==> src/rtl/serial_add_pkg.sv <==
// Shared definitions for the serial add scheduler: FSM encodings, default
// sizes and the round-robin grant search.
package serial_add_pkg;

  localparam int DEF_WIDTH = 8;
  localparam int DEF_NREQ  = 4;
  localparam int MAX_NREQ  = 64;

  typedef logic [1:0] state_t;

  localparam state_t ST_IDLE  = 2'd0;
  localparam state_t ST_SHIFT = 2'd1;
  localparam state_t ST_DONE  = 2'd2;

  // First valid index at or after ptr (wrapping modulo nreq); -1 when none.
  // Scanning from the far end lets the closest hit win without a break.
  function automatic int rr_pick(input logic [MAX_NREQ-1:0] valid,
                                 input int ptr, input int nreq);
    int idx;
    rr_pick = -1;
    for (int k = MAX_NREQ - 1; k >= 0; k--) begin
      if (k < nreq) begin
        idx = ptr + k;
        if (idx >= nreq) idx = idx - nreq;
        if (valid[idx]) rr_pick = idx;
      end
    end
  endfunction

endpackage

==> src/rtl/serial_add_cell.sv <==
// One bit-serial full adder with a registered carry; clr zeroes the carry
// synchronously so each operation starts from carry-in 0.
module serial_add_cell (
  input  logic clk,
  input  logic rst,
  input  logic clr,
  input  logic en,
  input  logic a,
  input  logic b,
  output logic s,
  output logic carry
);

  logic carry_q;

  assign s     = a ^ b ^ carry_q;
  assign carry = (a & b) | (a & carry_q) | (b & carry_q);

  always_ff @(posedge clk) begin
    if (rst || clr) begin
      carry_q <= 1'b0;
    end else if (en) begin
      carry_q <= carry;
    end
  end

endmodule

==> src/rtl/serial_add_scheduler.sv <==
// Round-robin arbiter and sequencer sharing one serial add cell among NREQ
// requesters. Define SERIAL_ADD_SAT_EN to saturate the sum on carry-out.
module serial_add_scheduler
  import serial_add_pkg::*;
#(
  parameter int WIDTH = DEF_WIDTH,
  parameter int NREQ  = DEF_NREQ,
  parameter int IDW   = $clog2(NREQ)
) (
  input  logic                  clk,
  input  logic                  rst,
  input  logic [NREQ-1:0]       req_valid,
  output logic [NREQ-1:0]       req_ready,
  input  logic [NREQ*WIDTH-1:0] req_a,
  input  logic [NREQ*WIDTH-1:0] req_b,
  output logic                  rsp_valid,
  input  logic                  rsp_ready,
  output logic [IDW-1:0]        rsp_id,
  output logic [WIDTH-1:0]      rsp_sum,
  output logic                  rsp_cout,
  output logic                  busy
);

  localparam int CNTW = $clog2(WIDTH);

  state_t           state;
  logic [IDW-1:0]   rr_ptr;
  logic [IDW-1:0]   own_id;
  logic [CNTW-1:0]  cnt;
  logic [WIDTH-1:0] a_sh;
  logic [WIDTH-1:0] b_sh;
  logic [WIDTH-1:0] res_sh;
  logic [WIDTH-1:0] res_nxt;

  logic             gnt_vld;
  logic [IDW-1:0]   gnt_idx;
  logic [IDW-1:0]   ptr_nxt;
  logic             last_bit;
  logic             cell_s;
  logic             cell_carry;
  int               pick;

`ifdef SERIAL_ADD_SAT_EN
  function automatic logic [WIDTH-1:0] sum_out(input logic [WIDTH-1:0] s,
                                                input logic c);
    return c ? {WIDTH{1'b1}} : s;
  endfunction
`else
  function automatic logic [WIDTH-1:0] sum_out(input logic [WIDTH-1:0] s);
    return s;
  endfunction
`endif

  always_comb begin
    gnt_vld = 1'b0;
    gnt_idx = '0;
    pick    = rr_pick(MAX_NREQ'(req_valid), int'(rr_ptr), NREQ);
    if (pick >= 0) begin
      gnt_vld = 1'b1;
      gnt_idx = IDW'(pick);
    end
  end

  assign ptr_nxt   = (gnt_idx == IDW'(NREQ - 1)) ? '0 : gnt_idx + IDW'(1);
  assign req_ready = (state == ST_IDLE && gnt_vld) ? (NREQ'(1) << gnt_idx) : '0;
  assign busy      = (state != ST_IDLE);
  assign last_bit  = (cnt == CNTW'(WIDTH - 1));
  assign res_nxt   = {cell_s, res_sh[WIDTH-1:1]};

  serial_add_cell u_cell (
    .clk   (clk),
    .rst   (rst),
    .clr   (state == ST_IDLE),
    .en    (state == ST_SHIFT),
    .a     (a_sh[0]),
    .b     (b_sh[0]),
    .s     (cell_s),
    .carry (cell_carry)
  );

  // Control and response registers
  always_ff @(posedge clk) begin
    if (rst) begin
      state     <= ST_IDLE;
      rr_ptr    <= '0;
      cnt       <= '0;
      rsp_valid <= 1'b0;
      rsp_id    <= '0;
      rsp_sum   <= '0;
      rsp_cout  <= 1'b0;
    end else begin
      case (state)
        ST_IDLE: begin
          if (gnt_vld) begin
            cnt    <= '0;
            rr_ptr <= ptr_nxt;
            state  <= ST_SHIFT;
          end
        end
        ST_SHIFT: begin
          cnt <= cnt + CNTW'(1);
          if (last_bit) begin
            state     <= ST_DONE;
            rsp_valid <= 1'b1;
            rsp_id    <= own_id;
`ifdef SERIAL_ADD_SAT_EN
            rsp_sum   <= sum_out(res_nxt, cell_carry);
`else
            rsp_sum   <= sum_out(res_nxt);
`endif
            rsp_cout  <= cell_carry;
          end
        end
        ST_DONE: begin
          if (rsp_ready) begin
            rsp_valid <= 1'b0;
            state     <= ST_IDLE;
          end
        end
        default: state <= ST_IDLE;
      endcase
    end
  end

  // Operand and result shift registers; contents are don't-care outside SHIFT
  always_ff @(posedge clk) begin
    if (state == ST_IDLE && gnt_vld) begin
      a_sh   <= req_a[gnt_idx*WIDTH +: WIDTH];
      b_sh   <= req_b[gnt_idx*WIDTH +: WIDTH];
      own_id <= gnt_idx;
    end else if (state == ST_SHIFT) begin
      a_sh   <= a_sh >> 1;
      b_sh   <= b_sh >> 1;
      res_sh <= res_nxt;
    end
  end

endmodule

==> config.mk <==
export PLATFORM = sky130hd
export DESIGN_NAME = serial_add_scheduler
export DESIGN_NICKNAME = d
export VERILOG_FILES = /design/src/rtl/serial_add_pkg.sv /design/src/rtl/serial_add_cell.sv /design/src/rtl/serial_add_scheduler.sv
export SDC_FILE = /design/constraint.sdc
export NUM_CORES = 1
export LEC_CHECK = 0
export ABC_AREA = 0
export CORE_MARGIN = 1
export CORE_UTILIZATION = 50
export DETAILED_ROUTE_END_ITERATION = 10
export HOLD_SLACK_MARGIN = 0.06
export PLACE_DENSITY_LB_ADDON = 0.3
export SLEW_MARGIN = 10
export SYNTH_ARGS = -nofsm -noshare
export SYNTH_HDL_FRONTEND = slang
export SYNTH_HIERARCHICAL = 1
export SYNTH_SLANG_ARGS = --single-unit
==> constraint.sdc <==
create_clock -name clk -period 5.9 [get_ports clk]
set_input_delay 1.77 -clock clk [delete_from_list [all_inputs] [get_ports clk]]
set_output_delay 1.77 -clock clk [all_outputs]
set_load 0.02 [all_outputs]
==> out/results.tsv <==
stage	metric	value	unit
status	outcome	finished, violations left	
status	failing checks	design-rule violations	
hold_path	Worst Min Path Start	rsp_sum[4]$_SDFFE_PP0P_	
routing	Routed WL	8786	um
clock_tree	clock slew at reported path FFs	0.09	ns
clock_tree	CTS H-tree lvls	2	
routing	via count normalized by instance count	6.075	
die	core box area	6495	um^2
sta	sum of negative setup slack	0	ns
die	I/O pin total	88	
cells_and_area	Area Growth Syn to Fin	31.35	%
pwr	net switching power	0.0008819	W
die	height of the die	84.81	um
setup_path	minimum setup slack among reg-to-reg paths	2.07	ns
synth	number of flops mapped to enable cells by yosys	25	
clock_tree	count of clock tree sinks	45	
clock_tree	Clock Tree Buf Depth	2	
setup_path	CP Data Arrival Time	4.01	ns
clock_tree	clock root buffer	sky130_fd_sc_hd__clkbuf_8	
die	die area	7192	um^2
global_routing	vias in the first global route	3049	
routing	first-pass detailed-route iteration total	8	
hold_path	path category of the worst min-delay check	reg -> reg	
sta	Period Utilization, post-route	97.92	%
global_routing	overflow left after global routing	0	
sta	transition time at the pin with the least slew margin	1.052	ns
synth	net count after synthesis	469	
sta	clock skew after layout	0.004284	ns
pwr	relative contribution of combinational cells to total power	62.0	%
synth	commonest cells in the netlist	sky130_fd_sc_hd__nand2_1 (56), sky130_fd_sc_hd__mux2i_1 (32), sky130_fd_sc_hd__o21ai_0 (32), sky130_fd_sc_hd__nand3_1 (27), sky130_fd_sc_hd__edfxtp_1 (25)	
global_routing	wire length of the first global-routing pass	14190	um
cells_and_area	number of standard cells in the layout, taps in and fillers out	544	
synth	leading cell types by total area after synthesis	sky130_fd_sc_hd__edfxtp_1 (22%), sky130_fd_sc_hd__dfxtp_1 (12%), sky130_fd_sc_hd__mux2i_1 (9.3%)	
synth	synthesized area per cell	8.882	um^2
synth	proportion of netlist area held by the largest area contributor	21.90	%
sta	total setup violations reported at the end of the flow	0	
setup_path	critical path class	in -> out	
setup_path	reg-to-reg critical path startpoint	rr_ptr[0]$_SDFFE_PP0P_	
setup_path	worst reg2reg path depth	9	
placed_design	number of placed cells counting well taps	536	
routing	post-route antenna net violation count	0	
synth	summed instance area of the synthesized netlist	3428	um^2
routing	post-detailed-route wirelength per cell	16.15	um
pwr	overall power	0.002046	W
placed_design	Buffers on Ports	87	
die	initial cell density of the core	52.78	%
setup_path	reg2reg end	b_sh[3]$_DFFE_PP_	
cells_and_area	number of antenna cells inserted	0	
synth	cell with the most instances after synthesis	sky130_fd_sc_hd__nand2_1	
pwr	Lkg Pwr	1.744	nW
placed_design	detailed placement HPWL	5876	um
die	Std-Cell Rows	29	
synth	biggest area consumer among synthesized cells	sky130_fd_sc_hd__edfxtp_1	
sta	Final Hold Violating Endpoints	0	
global_routing	Global Route Usage Sum	24.36	%
synth	Synth Register Bits	45	
sta	worst-case headroom to the max-slew limit	29.83	%
pwr	relative contribution of sequential cells to total power	26.3	%
cells_and_area	fraction of layout cells with a size suffix above 1	13.06	%
cells_and_area	nets	549	
synth	most common flop cell mapped by yosys	sky130_fd_sc_hd__edfxtp_1	
global_routing	maximum number of pins on one net before global-route repair	64	
setup_path	highest fanout seen on the critical path	4	
setup_path	startpoint type of the worst setup path	input port	
flow_run	max-cap viol count	0	
routing	DRC violation total after the first TritonRoute iteration	234	
hold_path	hold worst-path end	rsp_sum[4]$_SDFFE_PP0P_	
placed_design	RD Place Congestion	0.8606	
setup_path	Critical Path RT	4.13	ns
setup_path	type of element capturing the critical path	primary output	
pwr	worst ir drop on vdd	0.0006317	V
routing	DR DRC count	7	
clock_tree	CTS Buf Count	5	
clock_tree	clock tree from TritonCTS	built	
pwr	power per unit of standard cell area	454.3	nW/um^2
routing	via count	3305	
sta	max-slew violation total from the final report	0	
hold_path	Min-Delay Path Depth	2	
pwr	Internal	0.001164	W
synth	fraction of registers with async set or reset after synthesis	0	%
synth	number of unique standard cell types used by synthesis	51	
sta	RSZ-0062 raised after global routing	no	
die	Die Wd	84.81	um
sta	peak clock frequency supported by timing	173.1	MHz
clock_tree	Clk Latency, worst-skew pair	0.30	ns
synth	Yosys warning total	6	
synth	fraction of the yosys area taken by sequential cells	33.58	%
pwr	part of the power in the clock network	11.7	%
pwr	switching part of the total power	43.11	%
synth	number of instances in the synthesized netlist	386	
clock_tree	number of hold-repair buffers added at the cts stage	0	
global_routing	antenna violations before repair	0	
sta	minimum period implied by the final worst setup slack	5.777	ns
## state kept, by name (all words and copies together), names as in the netlist
register        count
a_sh                8
b_sh                8
cnt                 3
own_id              2
res_sh              7
rr_ptr              2
rsp_cout            1
rsp_id              2
rsp_sum             8
rsp_valid           1
state               2
u_cell/carry_q      1
## timing repair
item,CTS,global route
gates resized for setup,7,13
setup buffers,0,0
endpoints found under the setup margin,4,4
## power by group through the flow
stage / clock, W / sequential (W) / combinational, W
2_1_floorplan: 0 / 0.000506 / 0.000994
3_3_place_gp: 0 / 0.000537 / 0.00121
3_5_place_dp: 0 / 0.000542 / 0.00125
4_1_cts: 0.000243 / 0.000536 / 0.00124
5_1_grt: 0.000255 / 0.000550 / 0.00139
6_report: 0.000240 / 0.000538 / 0.00127
## cell usage in the layout (no fill, tap or decap), types with 17 or more instances in the layout
master and instances:
sky130_fd_sc_hd__clkdlybuf4s50_1 82, sky130_fd_sc_hd__nand2_1 54, sky130_fd_sc_hd__mux2i_1 31, sky130_fd_sc_hd__o21ai_0 31
sky130_fd_sc_hd__nand3_1 27, sky130_fd_sc_hd__edfxtp_1 25, sky130_fd_sc_hd__a21oi_1 21, sky130_fd_sc_hd__buf_4 20
sky130_fd_sc_hd__dfxtp_1 19, sky130_fd_sc_hd__a31oi_1 17
## metal layers
metal | share of wire, % | vias up | GRT usage, %
met4 | 2.0 | 0 | 7.396
met2 | 50 | 110 | 42.79
li1 | - | 1613 | -
met3 | 4.6 | 15 | 3.245
met1 | 43 | 1567 | 31.20
met5 | 0 | - | 0
## layout make-up
class / count / area [um^2]
clock buffers: 5 / 68.82
repair buffers: 107 / 1008
fillers: 520 / 1992
well taps: 77 / 96.34
clock inverters: 3 / 47.55
multi-input cells: 299 / 2100
inverters: 8 / 30.03
flip-flops and latches: 45 / 1152
## how the worst max path moves through the flow
stage | from | endpoint | cells past startpoint
floorplan | req_valid[3] | req_ready[0] | 10
finish | req_valid[2] | req_ready[3] | 9
global route | req_valid[2] | req_ready[3] | 10
global placement | req_valid[0] | req_ready[0] | 10
CTS | req_valid[2] | req_ready[0] | 10
detailed placement | req_valid[0] | req_ready[0] | 10
## worst max-delay path, stage by stage
cell	delay, ns
sky130_fd_sc_hd__clkdlybuf4s50_1	0.45
sky130_fd_sc_hd__mux2_4	0.30
sky130_fd_sc_hd__and3_4	0.19
sky130_fd_sc_hd__o41a_2	0.50
sky130_fd_sc_hd__nand2_2	0.11
sky130_fd_sc_hd__o21ai_4	0.07
sky130_fd_sc_hd__ha_1	0.21
sky130_fd_sc_hd__and2_1	0.13
sky130_fd_sc_hd__clkdlybuf4s15_1	0.27
## metrics by stage
stage,util (%),hold WS (ns),area (um^2),setup slack [ns]
final,69.33,0.4565,4503,0.1226
after global routing,69.33,0.4710,4503,0.02338
after CTS,69.00,0.4578,4482,0.03158
after detailed placement,67.17,0.4404,4363,-0.3998
after global placement,67.17,0.4344,4363,-0.2475
after floorplan,-,0.4262,3428,0.4555
## kinds of logic after synthesis
logic type | synth area share (%)
buffers and inverters | 6.496
adders and majority gates | 4.599
DFF | 33.58
AOI/OAI and AO/OA | 26.39
and+or+nand+nor | 17.85
muxes | 11.09
Power figures use the tool's default switching activity.
